===== src/rtl/result_to_ascii.sv =====
// Converts a signed 32-bit evaluator result into a serial ASCII decimal string.
// A double-dabble BCD conversion runs first, then characters stream out with valid/ready.
module result_to_ascii #(
  parameter bit EMIT_NEWLINE = 1'b0
) (
  input  logic        clk,
  input  logic        rst_n,
  input  logic        in_valid,
  output logic        in_ready,
  input  logic [31:0] in_value,
  input  logic        in_overflow,
  output logic        out_valid,
  input  logic        out_ready,
  output logic [7:0]  out_data,
  output logic        out_last
);

  typedef enum logic [1:0] {StIdle, StConvert, StEmit, StEmitNl} state_e;

  state_e      state_q, state_d;
  logic [39:0] bcd_q, bcd_d;
  logic [31:0] mag_q, mag_d;
  logic        sign_q, sign_d;
  logic        ovf_q, ovf_d;
  logic [4:0]  step_q, step_d;
  logic [3:0]  rem_q, rem_d;

  logic [39:0] bcd_adj;
  logic [39:0] bcd_step;
  logic [3:0]  ndig;
  logic [5:0]  shamt;
  logic        last_char;
  logic        unused_bcd_top;

  // One double-dabble step, plus the digit count of its result for zero suppression.
  always_comb begin
    for (int i = 0; i < 10; i++) begin
      bcd_adj[4*i +: 4] = (bcd_q[4*i +: 4] >= 4'd5) ? bcd_q[4*i +: 4] + 4'd3
                                                   : bcd_q[4*i +: 4];
    end
    bcd_step = {bcd_adj[38:0], mag_q[31]};
    ndig = 4'd1;
    for (int i = 0; i < 10; i++) begin
      if (bcd_step[4*i +: 4] != 4'd0) ndig = 4'(i + 1);
    end
    shamt = 6'd40 - {ndig, 2'b00};
  end

  // The top digit never exceeds 4 for a 32-bit magnitude, so its carry-out is dead.
  assign unused_bcd_top = bcd_adj[39];

  always_comb begin
    state_d   = state_q;
    bcd_d     = bcd_q;
    mag_d     = mag_q;
    sign_d    = sign_q;
    ovf_d     = ovf_q;
    step_d    = step_q;
    rem_d     = rem_q;
    in_ready  = 1'b0;
    out_valid = 1'b0;
    out_data  = 8'h00;
    out_last  = 1'b0;
    last_char = (rem_q == 4'd1) && !sign_q;

    unique case (state_q)
      StIdle: begin
        in_ready = 1'b1;
        if (in_valid) begin
          bcd_d  = '0;
          step_d = '0;
          if (in_overflow) begin
            ovf_d   = 1'b1;
            sign_d  = 1'b0;
            mag_d   = '0;
            rem_d   = 4'd3;
            state_d = StEmit;
          end else begin
            ovf_d   = 1'b0;
            sign_d  = in_value[31];
            mag_d   = in_value[31] ? (~in_value + 32'd1) : in_value;
            state_d = StConvert;
          end
        end
      end

      StConvert: begin
        bcd_d  = bcd_step;
        mag_d  = {mag_q[30:0], 1'b0};
        step_d = step_q + 5'd1;
        if (step_q == 5'd31) begin
          // Left-align the most significant nonzero digit so emission reads the top nibble.
          bcd_d   = bcd_step << shamt;
          rem_d   = ndig;
          state_d = StEmit;
        end
      end

      StEmit: begin
        out_valid = 1'b1;
        if (ovf_q) begin
          case (rem_q)
            4'd3:    out_data = 8'h4F;
            4'd2:    out_data = 8'h56;
            default: out_data = 8'h46;
          endcase
        end else if (sign_q) begin
          out_data = 8'h2D;
        end else begin
          out_data = {4'h3, bcd_q[39:36]};
        end
        out_last = last_char && !EMIT_NEWLINE;
        if (out_ready) begin
          if (last_char) begin
            state_d = EMIT_NEWLINE ? StEmitNl : StIdle;
          end else if (sign_q) begin
            sign_d = 1'b0;
          end else begin
            rem_d = rem_q - 4'd1;
            bcd_d = bcd_q << 4;
          end
        end
      end

      StEmitNl: begin
        out_valid = 1'b1;
        out_data  = 8'h0A;
        out_last  = 1'b1;
        if (out_ready) state_d = StIdle;
      end

      default: state_d = StIdle;
    endcase
  end

  always_ff @(posedge clk or negedge rst_n) begin
    if (!rst_n) begin
      state_q <= StIdle;
      bcd_q   <= '0;
      mag_q   <= '0;
      sign_q  <= 1'b0;
      ovf_q   <= 1'b0;
      step_q  <= '0;
      rem_q   <= '0;
    end else begin
      state_q <= state_d;
      bcd_q   <= bcd_d;
      mag_q   <= mag_d;
      sign_q  <= sign_d;
      ovf_q   <= ovf_d;
      step_q  <= step_d;
      rem_q   <= rem_d;
    end
  end

endmodule


===== config.mk =====
export PLATFORM = sky130hd
export DESIGN_NAME = result_to_ascii
export DESIGN_NICKNAME = d
export VERILOG_FILES = /design/src/rtl/result_to_ascii.sv
export SDC_FILE = /design/constraint.sdc
export NUM_CORES = 1
export LEC_CHECK = 0
export CORE_MARGIN = 10
export CORE_UTILIZATION = 48
export DETAILED_ROUTE_END_ITERATION = 7
export GPL_TIMING_DRIVEN = 0
export PLACE_DENSITY = 0.69
export SKIP_LAST_GASP = 1
export SLEW_MARGIN = 20
export SYNTH_ARGS = -nofsm -noshare
export SYNTH_HDL_FRONTEND = slang
export SYNTH_SLANG_ARGS = --single-unit

===== constraint.sdc =====
create_clock -name clk -period 5.9 [get_ports clk]
set_input_delay 1.18 -clock clk [delete_from_list [all_inputs] [get_ports clk]]
set_output_delay 1.18 -clock clk [all_outputs]
set_load 0.02 [all_outputs]

### Word-level counts from Yosys, hierarchy flattened

Cells that the tools add are included.

| word-level totals | value |
|---|---|
| output and inout port bits | 11 |
| register bits | 85 |

| operators by class | value |
|---|---|
| bitwise gates (word level) | 1 |
| shift-type cells | 1 |
| $lt $le $gt $ge | 10 |
| eq/ne operators | 15 |
| reduce and logical (&&, ||, !) cells | 22 |
| multiplexer cells | 58 |
| $add $sub $neg | 14 |

Operators with widths:

| kind | count |
|---|---|
| 40-bit 2-to-1 mux | 5 |
| 40-bit one-hot mux with 3 select lines | 1 |
| 32-bit 2-to-1 mux | 3 |
| 4-bit 2-to-1 mux | 20 |
| 32-bit one-hot mux with 2 select lines | 1 |
| 4-bit by 3-bit >= comparator with 1-bit output (second input constant) | 10 |
| 40-bit by 6-bit left shift with 40-bit output | 1 |
| 4-bit by 2-bit adder with 4-bit output (second input constant) | 9 |
| 4-bit nonzero test | 9 |
| 32-bit by 1-bit adder with 32-bit output (second input constant) | 1 |
| 32-bit NOT | 1 |
| 5-bit one-hot mux with 2 select lines | 2 |
| 2-bit 2-to-1 mux | 8 |
| 2-bit inequality test (second input constant) | 8 |
| 8-bit one-hot mux with 2 select lines | 1 |
| 4-bit one-hot mux with 3 select lines | 1 |
| 5-bit 2-to-1 mux | 2 |
| 5-bit AND reduction | 2 |
| 3-bit 2-to-1 mux | 3 |
| 4-bit by 2-bit == test with 1-bit output (second input constant) | 2 |
| 8-bit 2-to-1 mux | 1 |
| 2-bit one-hot mux with 4 select lines | 1 |
| 1-bit 2-to-1 mux | 7 |
| 7-bit AND reduction | 1 |
| other kinds (17) | 21 |

### Depth between registers and ports, before layout

| logic depth | value |
|---|---|
| depth in word-level cells | 16 |
| mapped depth | 20 |
| gate-level depth less buffers | 16 |

### Worst setup path after synthesis

No wires, ideal clock.

| path | value |
|---|---|
| path type | reg-to-reg |
| from | register bcd_q[12] |
| to | register bcd_q[20] |
| buffers on the path | 4 |
| cell stages (with the launch flop) | 20 |
| data required time | 5.758 ns |
| library setup time | 0.142 ns |
| path slack | 1.514 ns |
| data arrival time | 4.243 ns |
| cells stage by stage | dfrtp_1 -> inv_1 -> ha_1 -> nand2b_1 -> a21oi_1 -> mux2_2 -> and4bb_2 -> o211a_1 -> o211a_1 -> nor2_2 -> inv_2 -> buf_2 -> buf_2 -> ha_1 -> clkbuf_1 -> clkinv_1 -> clkbuf_1 -> mux4_2 -> a221oi_1 -> o221ai_1 |

| between the ends | value |
|---|---|
| word-level cells in the longest chain between the ends | 14 |
| elaborated cells between the ends (all ways) | 16 |
| those cells by class | add/sub (2); order compare (1); shift (1); mux (10); reduce/logical (2) |

Ends and longest elaborated chain:

| element | RTL line | source |
|---|---|---|
| start, declared | 21 | `logic [39:0] bcd_q, bcd_d;` |
| start signal, assigned | 139 | `bcd_q <= '0;` |
| start signal, assigned | 147 | `bcd_q <= bcd_d;` |
| 4-bit by 2-bit adder with 4-bit output / 4-bit by 3-bit >= comparator with 1-bit output (equally long branches) | 38 | `bcd_adj[4*i +: 4] = (bcd_q[4*i +: 4] >= 4'd5) ? bcd_q[4*i +: 4] + 4'd3` |
| 4-bit 2-to-1 mux (*) | 38 |  |
| 4-bit nonzero test | 44 | `if (bcd_step[4*i +: 4] != 4'd0) ndig = 4'(i + 1);` |
| 3-bit 2-to-1 mux (2 in a row) | 44 |  |
| 4-bit 2-to-1 mux (5 in a row) | 44 |  |
| 6-bit subtractor | 46 | `shamt = 6'd40 - {ndig, 2'b00};` |
| 40-bit by 6-bit left shift with 40-bit output (*) | 93 | `bcd_d = bcd_step << shamt;` |
| 40-bit 2-to-1 mux (*) | 91 | `if (step_q == 5'd31) begin` |
| 40-bit one-hot mux with 3 select lines (*) | 66 | `unique case (state_q)` |

Every way passes the cells marked *; elsewhere a longest branch is shown, timed or not.
A chain may end at the register's enable or synchronous reset.

### Final worst setup path

| path | value |
|---|---|
| from | register bcd_q[8] |
| to | register bcd_q[36] |

| between the ends | value |
|---|---|
| word-level cells in the longest chain between the ends | 15 |
| elaborated cells between the ends (all ways) | 17 |
| those cells by class | add/sub (2); order compare (1); shift (1); mux (11); reduce/logical (2) |

Ends and longest elaborated chain:

| element | RTL line |
|---|---|
| 4-bit by 2-bit adder with 4-bit output / 4-bit by 3-bit >= comparator with 1-bit output (equally long branches) | 38 |
| 4-bit 2-to-1 mux (*) | 38 |
| 4-bit nonzero test | 44 |
| 2-bit 2-to-1 mux | 44 |
| 3-bit 2-to-1 mux (2 in a row) | 44 |
| 4-bit 2-to-1 mux (5 in a row) | 44 |
| 6-bit subtractor | 46 |
| 40-bit by 6-bit left shift with 40-bit output (*) | 93 |
| 40-bit 2-to-1 mux (*) | 91 |
| 40-bit one-hot mux with 3 select lines (*) | 66 |

Marks and branches as above.

==> impl_metrics.ini <==
[finish]
nets = 1069
fin_cells = 1221
areaGrowthSynthToFinish_pct = 13.97
post-route-util = 0.5559
mostFrequentLayoutCells = 99 x nor2_1, 94 x nand2_1, 85 x dfrtp_1
drive_above_1_share = 0.08159
register_area_mm2 = 0.002127
layout_commonest_cell = nor2_1
fin_area_mm2 = 0.008767
antenna_cells = 0
nFillCells = 1574
multiInputGateArea_mm2 = 0.005187

[global_route]
grt_start_max_net_pins = 57
grtUsageTotal = 0.2691
first_global_vias = 7850
antenna_found_initial = 0
globalRoute.totalOverflow = 0
grt_pass1_wl_um = 45880

[timing]
slew_violations = 0
maxSlewHeadroom = 0.3341
skew_ns = 0.01105
setup_viol_count_final = 0
hold_viol_final = 0
tns_ns = 0
rsz0062_at_grt = true
fin_crit_sh = 0.9687
fin_crit_ns = 5.715
worst_pin_slew_ns = 0.9913
clock.fmax_mhz = 175.0

[synth]
synth_nets = 1011
yosysTopAreaCell = dfrtp_1
ys_top_cells_by_area = dfrtp_1 28%, ha_1 5.2%, a21oi_1 5.1%, mux4_2 5.0%, nor2_1 4.8%
ys_ff_latch = 85
syn_area_mm2 = 0.007692
yosys_warnings = 0
ys_seq_area_frac = 0.2765
avgSynthCellArea_um2 = 8.166
synthArstFlopShare = 1.000
synth_edf_count = 0
synth_top_area_share = 0.2765
ys.flop_type = dfrtp_1
syn_inst = 942
synth.distinct_cells = 82

[power_and_ir_drop]
p_leak_nw = 3.389
power_density_mw_per_mm2 = 660.3
ir_drop_uv = 405.9

[place]
place.gp.congestion = 1.043
dpl.cell_count = 1205
port_buffers = 46
dp_hpwl_um = 22170
placed_cell_area_mm2 = 0.008452

[clock_tree]
cts_setup_buffers = 0
cts_made_buffers = 9
clock_tree.root_cell = clkbuf_16
clock_latency_ns = 0.36
clock-sinks = 85
ctsHtreeMaxLevel = 3
cts_tree = built
cts-root-to-sink-buffers = 2
clk_pin_slew_worst_paths_ns = 0.07

[route]
drc = 0
routedWlPerCell_um = 24.11
post_drt_via_cell_ratio = 6.723
ant_nets = 0
vias = 8209
dr.pass1.iters = 7
drt-total-wl_um = 29430
drtIter0Drc = 1219

[setup_path]
critical_path_arrival_ns = 5.95
end_kind = register
critical_path_class = register to register
path_max_fanout = 10
critPathLaunchType = register
r2r_cells = 19
crit_required_ns = 6.14

[floorplan]
io_pins = 48
num_rows = 46
start_util = 0.4878
core_mm2 = 0.01577
fp.dieW_um = 146.6
die_area_mm2 = 0.02149
die_h_um = 146.6

[flow_run]
max_cap_violations = 0

[outcome]
outcome = complete, no violations

[worst_hold_path]
hp-class = register to register
holdPathStages = 1
[per-stage QoR]
step	hold WS (ns)	total power [W]	setup WS [ns]
2_1_floorplan	0.4437	0.003615	1.514
3_3_place_gp	0.4736	0.005004	0.1650
3_5_place_dp	0.4823	0.004955	0.3365
4_1_cts	0.4902	0.005581	0.3018
5_1_grt	0.5206	0.006072	-0.01420
6_report	0.4874	0.005789	0.1847
[cell families (layout without fill, tap and decap cells)]
group,count (synthesis),in the layout,synth area share
flops,85,85,0.2765
mux,42,42,0.08507
fa+ha+maj,32,32,0.05205
other cells,1,1,0.0004875
buf+inv,98,161,0.05010
simple gates,330,330,0.2127
compound gates,312,312,0.2752
xor+xnor,42,42,0.04782
[layer usage]
metal,vias to the layer above,wire [um],global-route usage
met5,-,0,0
met4,0,1275,0.1226
met3,101,3081,0.06675
met2,519,12590,0.3936
met1,3933,12490,0.3649
li1,3656,-,-
[area by class of cell]
| class | count | area share |
|---|---|---|
| flip-flops and latches | 85 | 0.2426 |
| multi-input cells | 759 | 0.5917 |
| repair buffers | 47 | 0.05580 |
| clock buffers | 9 | 0.02569 |
| clock inverters | 7 | 0.009276 |
| plain buffers | 59 | 0.02740 |
| well taps | 216 | 0.03083 |
| inverters | 39 | 0.01670 |
[state kept, by name, summed over array words and instances, names as in the netlist]
signal	count
rem_q	4
bcd_q	40
state_q	2
sign_q	1
ovf_q	1
mag_q	32
step_q	5
[final timing paths]
kind	startpoint	to	slack, ns
worst max-delay path	bcd_q[8]	bcd_q[36]	0.18
worst min-delay path	step_q[3]	step_q[3]	0.49
worst max register to register	bcd_q[8]	bcd_q[36]	0.18
worst min register to register	step_q[3]	step_q[3]	0.49
max in group asynchronous	rst_n	bcd_q[21]	4.61
min in group asynchronous	rst_n	bcd_q[8]	0.69
[power breakdown]
group	total [W]	switching [W]	leakage [nW]	internal (W)
clock network	0.000610	0.000275	0.152	0.000334
logic	0.00427	0.00292	2.13	0.00135
registers	0.000907	0.000150	1.11	0.000757
[what timing repair did]
| action | CTS | global route |
|---|---|---|
| setup endpoints to repair | 0 | 9 |
| gates resized for setup | 0 | 4 |
| hold buffers | 0 | 0 |
[Yosys cell counts (all sizes together), types with 19 or more instances]
cell / n
a21oi: 85
dfrtp: 85
clkbuf: 50
nor3: 34
nand2b: 19
nand2: 94
o31ai: 20
o21ai: 60
a221oi: 31
ha: 32
xnor2: 35
inv: 37
nor2: 102
[critical path: stages, from the launching register on]
cell,delay [ns]
dfrtp_1,0.43
inv_1,0.13
ha_1,0.19
nand2b_1,0.08
a21oi_1,0.31
mux2i_1,0.39
nand3b_1,0.28
o211a_1,0.35
o211a_1,0.26
nor2_2,0.19
inv_2,0.06
buf_2,0.21
buf_2,0.25
ha_1,0.31
clkbuf_1,0.44
clkbuf_1,0.50
clkbuf_1,0.55
o2111ai_1,0.33
o221ai_1,0.24
o21ai_1,0.10
Note: power is estimated with default switching activity, not from simulation.
==> patch 1, RTL diff (same settings) <==
Set the parameter `EMIT_NEWLINE` to 1'b1 (it was 1'b0).
--- a/src/rtl/result_to_ascii.sv
+++ b/src/rtl/result_to_ascii.sv
@@ -1,7 +1,7 @@
 // Converts a signed 32-bit evaluator result into a serial ASCII decimal string.
 // A double-dabble BCD conversion runs first, then characters stream out with valid/ready.
 module result_to_ascii #(
-  parameter bit EMIT_NEWLINE = 1'b0
+  parameter bit EMIT_NEWLINE = 1'b1
 ) (
   input  logic        clk,
   input  logic        rst_n,
Check against the original RTL: not equivalent (Yosys sat finds a counterexample within 4 cycles, from zero or initial values and one cycle with rst_n low).
==> patch 1 against the unedited design <==
- synthesized area is 1.8% lower
- highest routed layer unchanged
- design area is 1.3% lower
- count of clock-buffer cells in the layout stayed put
- routed wire length is 2.5% higher
- cell count is 2.4% lower
- sequential cell count stayed put
- setup slack worse by 0.046 ns
- critical endpoint is now bcd_q[22]
Power is not shown: default switching activity piles up to over one toggle a cycle in this logic, so the estimate is an artifact.
==> patch 1: results (changes against the unedited design) <==
The run finished with clean final reports. The cell sitting at the root of the clock tree is a clkbuf_16. The detailed-route wire length is 30200 µm (+2.5%).

The violation count after the first detailed-routing iteration came out at 1078 (-12%). The met1 layer usage reported by global route is 39.6% (+3.1 points). After synthesis, the most frequently instantiated cells are 102 x nand2_1, 85 x dfrtp_1, 81 x o21ai_0. The global routing usage on met2 was 39.1% (-0.30 points). The number of vias after detailed routing is 8067 (-1.7%). The overall fraction of global-route tracks in use came out at 27.6% (+0.74 points). The mean routed wirelength per cell is 25.3 µm (+4.9%).

The placement-stage cell area was 8320 µm² (-1.6%). The number of filler instances in the final layout is 1478 (-6.1%). The fraction of layout cells with a size suffix above 1 is 8.15% (about the same).

The largest net degree at the start of global routing is 53 (-7.0%). The number of global-route vias before repair was 7759 (-1.2%). The sequential share of the synthesized area is 28.2% (+0.50 points).

In the post-synthesis netlist, the biggest area contributors are dfrtp_1 28%, o21ai_0 5.4%, ha_1 5.3%, nand2_1 5.1%, xnor2_1 4.8%. The post-synthesis net count came to 986 (-2.5%). The top routing layer in use is met4. The final net count was 1045 (-2.2%). The detailed-placement wirelength estimate is 22900 µm (+3.5%). The total met3 wirelength after detailed routing is 2950 µm (-4.4%).

The weighted congestion at the end of routability-driven global placement is 1.01 (-2.7%). The length of the first detailed-routing pass in iterations came out at 6 (-1). The die boundary width is 145 µm (-0.77%). The amount of wire on met2 after detailed routing came out at 12500 µm (-0.61%). The library cell contributing the largest single delay on the critical path is a21oi_1.

The arrival time at the worst endpoint came out at 6.02 ns (+0.07 ns). The post-synthesis instance total came to 917 (-2.7%). The final setup skew came to 0.0108 ns (-0.000242 ns). The detailed-route wire length on metal 1 is 13500 µm (+7.9%). The number of distinct library cell variants in the gate-level netlist after synthesis is 70 (-15%). The number of cells in the design after placement is 1176 (-2.4%).

The tightest slew margin relative to the limit came to 34.1% (+0.73 points). The global-route wire length before repair came out at 46600 µm (+1.5%). The stage delay of the slowest cell on the critical path came out at 0.48 ns (-0.07 ns).
-- patch 1: cell families after synthesis --
group / Yosys count / synth area share, %
other: 1 / 0.0496
xor gates and xnor gates: 41 / 4.75
DFF: 85 / 28.2
buffers and inverters: 103 / 5.46
AOI/OAI and AO/OA: 352 / 31.4
adders and majority gates: 32 / 5.30
muxes: 41 / 7.48
and+or+nand+nor: 262 / 17.4
-- patch 1: cell type report --
cell class | count | area (µm²) | share of cell area (%)
tap | 211 | 264 | 3.05
clock buffer | 9 | 225 | 2.60
inverter | 45 | 169 | 1.95
multi-input combinational | 729 | 5040 | 58.3
buffer | 58 | 249 | 2.88
timing repair buffer | 48 | 493 | 5.70
clock inverter | 7 | 80.1 | 0.926
sequential | 85 | 2130 | 24.6
-- patch 1: worst max-delay path, delay by kind of cell (launching register included) --
kind	cells	cell delay, ns
adder cells (fa/ha/maj)	2	0.48
flip-flops	1	0.39
AO/OA/AOI/OAI	6	1.62
buffers and inverters	7	1.64
AND/OR/NAND/NOR	6	1.50
-- patch 1: path summary, 6_finish.rpt --
check	startpoint	endpoint	slack, ns	cells past startpoint
worst max-delay path	bcd_q[1]	bcd_q[22]	0.14	21
worst min-delay path	mag_q[18]	mag_q[18]	0.49	2
max in group asynchronous	rst_n	bcd_q[28]	4.49	2
worst max register to register	bcd_q[1]	bcd_q[22]	0.14	21
worst min register to register	mag_q[18]	mag_q[18]	0.49	2
min in group asynchronous	rst_n	mag_q[7]	0.78	1
-- patch 1: per-stage QoR --
step                      util [%]  hold WS [ns]
after floorplan                  -         0.450
after global placement        54.1         0.463
after detailed placement      54.3         0.471
after CTS                     56.3         0.486
after global routing          56.5         0.504
final                         56.5         0.486
==> patch 2, RTL diff (same settings) <==
Made on the original files. The 4 states of `state_e` get a one-hot encoding in 4 bits.
--- a/src/rtl/result_to_ascii.sv
+++ b/src/rtl/result_to_ascii.sv
@@ -15,7 +15,7 @@
   output logic        out_last
 );
 
-  typedef enum logic [1:0] {StIdle, StConvert, StEmit, StEmitNl} state_e;
+  typedef enum logic [3:0] {StIdle = 4'b0001, StConvert = 4'b0010, StEmit = 4'b0100, StEmitNl = 4'b1000} state_e;
 
   state_e      state_q, state_d;
   logic [39:0] bcd_q, bcd_d;
Check against the original RTL: same outputs for any inputs over 10 cycles, from zero or initial values and one cycle with rst_n low; not proved beyond that.
==> patch 2 against the unedited design <==
- the run now ends with design-rule violations left
- largest power group unchanged
- setup slack worse by 0.062 ns
- total power down 2.9%
- critical path depth unchanged
- sequential cell count up 1
- die area down 0.27%
- synthesized area down 0.31%
- routed wire length down 1.7%
- combinational power down 5.2%
- design area down 0.43%
- sequential share of layout area up 0.41 points
- utilization down 0.24 points
- cell count down 2.0%
==> patch 2: results (changes against the unedited design) <==
The compound-gate portion of the synthesized area came to 29.2% (+1.7 points). Ranked by total cell area, the synthesized netlist is headed by dfrtp_1 28%, a21oi_1 5.2%, ha_1 4.6%, o21ai_0 4.4%, nand2_1 3.7%. The quantity of gates resized following cts came to 1 (+1). The amount of wire on met2 after detailed routing is 13100 µm (+4.2%).

The detailed-placement wirelength estimate came out at 22000 µm (-0.84%). The number of global-route vias before repair came out at 7607 (-3.1%). The final setup skew came out at 0.0150 ns (+0.00399 ns). The residual DRC count came to 2 (+2). The number of distinct library cell variants in the gate-level netlist after synthesis came out at 90 (+9.8%). The met1 layer usage reported by global route came out at 32.3% (-4.2 points). The minimum setup slack after placement came out at -0.153 ns (-0.489 ns). The detailed-route wire length on metal 1 was 11400 µm (-8.7%). The tightest slew margin relative to the limit came out at 24.5% (-8.9 points).

The static power due to leakage is 3.49 nW (+3.0%). The length of the first detailed-routing pass in iterations is 8 (+1). The number of filler instances in the final layout came out at 1506 (-4.3%). The run finished, with violations left. Counting instances in the post-synthesis netlist gives the leading cell types as 85 x dfrtp_1, 80 x a21oi_1, 75 x nand2_1. The weighted congestion at the end of routability-driven global placement is 0.990 (-5.0%). The final net count is 1040 (-2.7%). The checks that failed: design-rule violations. The mean routed wirelength per cell was 24.2 µm (+0.36%). The stage delay of the slowest cell on the critical path came out at 0.59 ns (+0.04 ns). The fraction of met3 tracks used by global routing was 7.01% (+0.34 points). The fraction of layout cells with a size suffix above 1 is 8.37% (+0.21 points).

The violation count after the first detailed-routing iteration came to 893 (-27%).
[patch 2: cell types whose count changed after synthesis, moves of 10 or more]
cell      before  now
nand3_1       11   22
a221oi_1      31   21
xnor2_1       35   12
xor2_1         7   28
o31ai_1       20   10
nand2_1       94   75
nor2_1        99   74
nor3_1        31   18
o21ai_0       41   67
o22ai_1       10   25
[patch 2: power groups by stage]
stage | registers [mW] | clock network (mW) | logic, mW
after floorplan | 0.937 | 0 | 2.68
after global placement | 1.01 | 0 | 3.89
after detailed placement | 1.01 | 0 | 3.85
after CTS | 0.996 | 0.576 | 3.87
after global routing | 1.03 | 0.601 | 4.26
final | 1.00 | 0.571 | 4.05
[patch 2: path summary, 6_finish.rpt]
kind	start	end	slack, ns	cells past startpoint
max	bcd_q[9]	bcd_q[29]	0.12	19
min	step_q[3]	step_q[3]	0.50	1
max reg2reg	bcd_q[9]	bcd_q[29]	0.12	19
min reg2reg	step_q[3]	step_q[3]	0.50	1
max in group asynchronous	rst_n	state_q[0]	4.55	2
min in group asynchronous	rst_n	bcd_q[18]	0.70	1
[patch 2: area by class of cell]
cell class / instances / area (µm²) / share of cell area [%]
multi-input combinational: 738 / 5140 / 58.9
tap: 216 / 270 / 3.10
clock buffer: 9 / 225 / 2.58
buffer: 55 / 245 / 2.81
sequential: 86 / 2150 / 24.7
timing repair buffer: 47 / 489 / 5.60
clock inverter: 7 / 56.3 / 0.645
inverter: 38 / 150 / 1.72
[patch 2: stage by stage]
stage	util, %	instances	area [µm²]	power, mW
final	55.4	1196	8730	5.62
after global routing	55.4	1196	8730	5.89
after CTS	55.2	1196	8710	5.44
after detailed placement	53.4	1180	8430	4.85
after global placement	53.3	1179	8400	4.89
after floorplan	-	917	7670	3.61
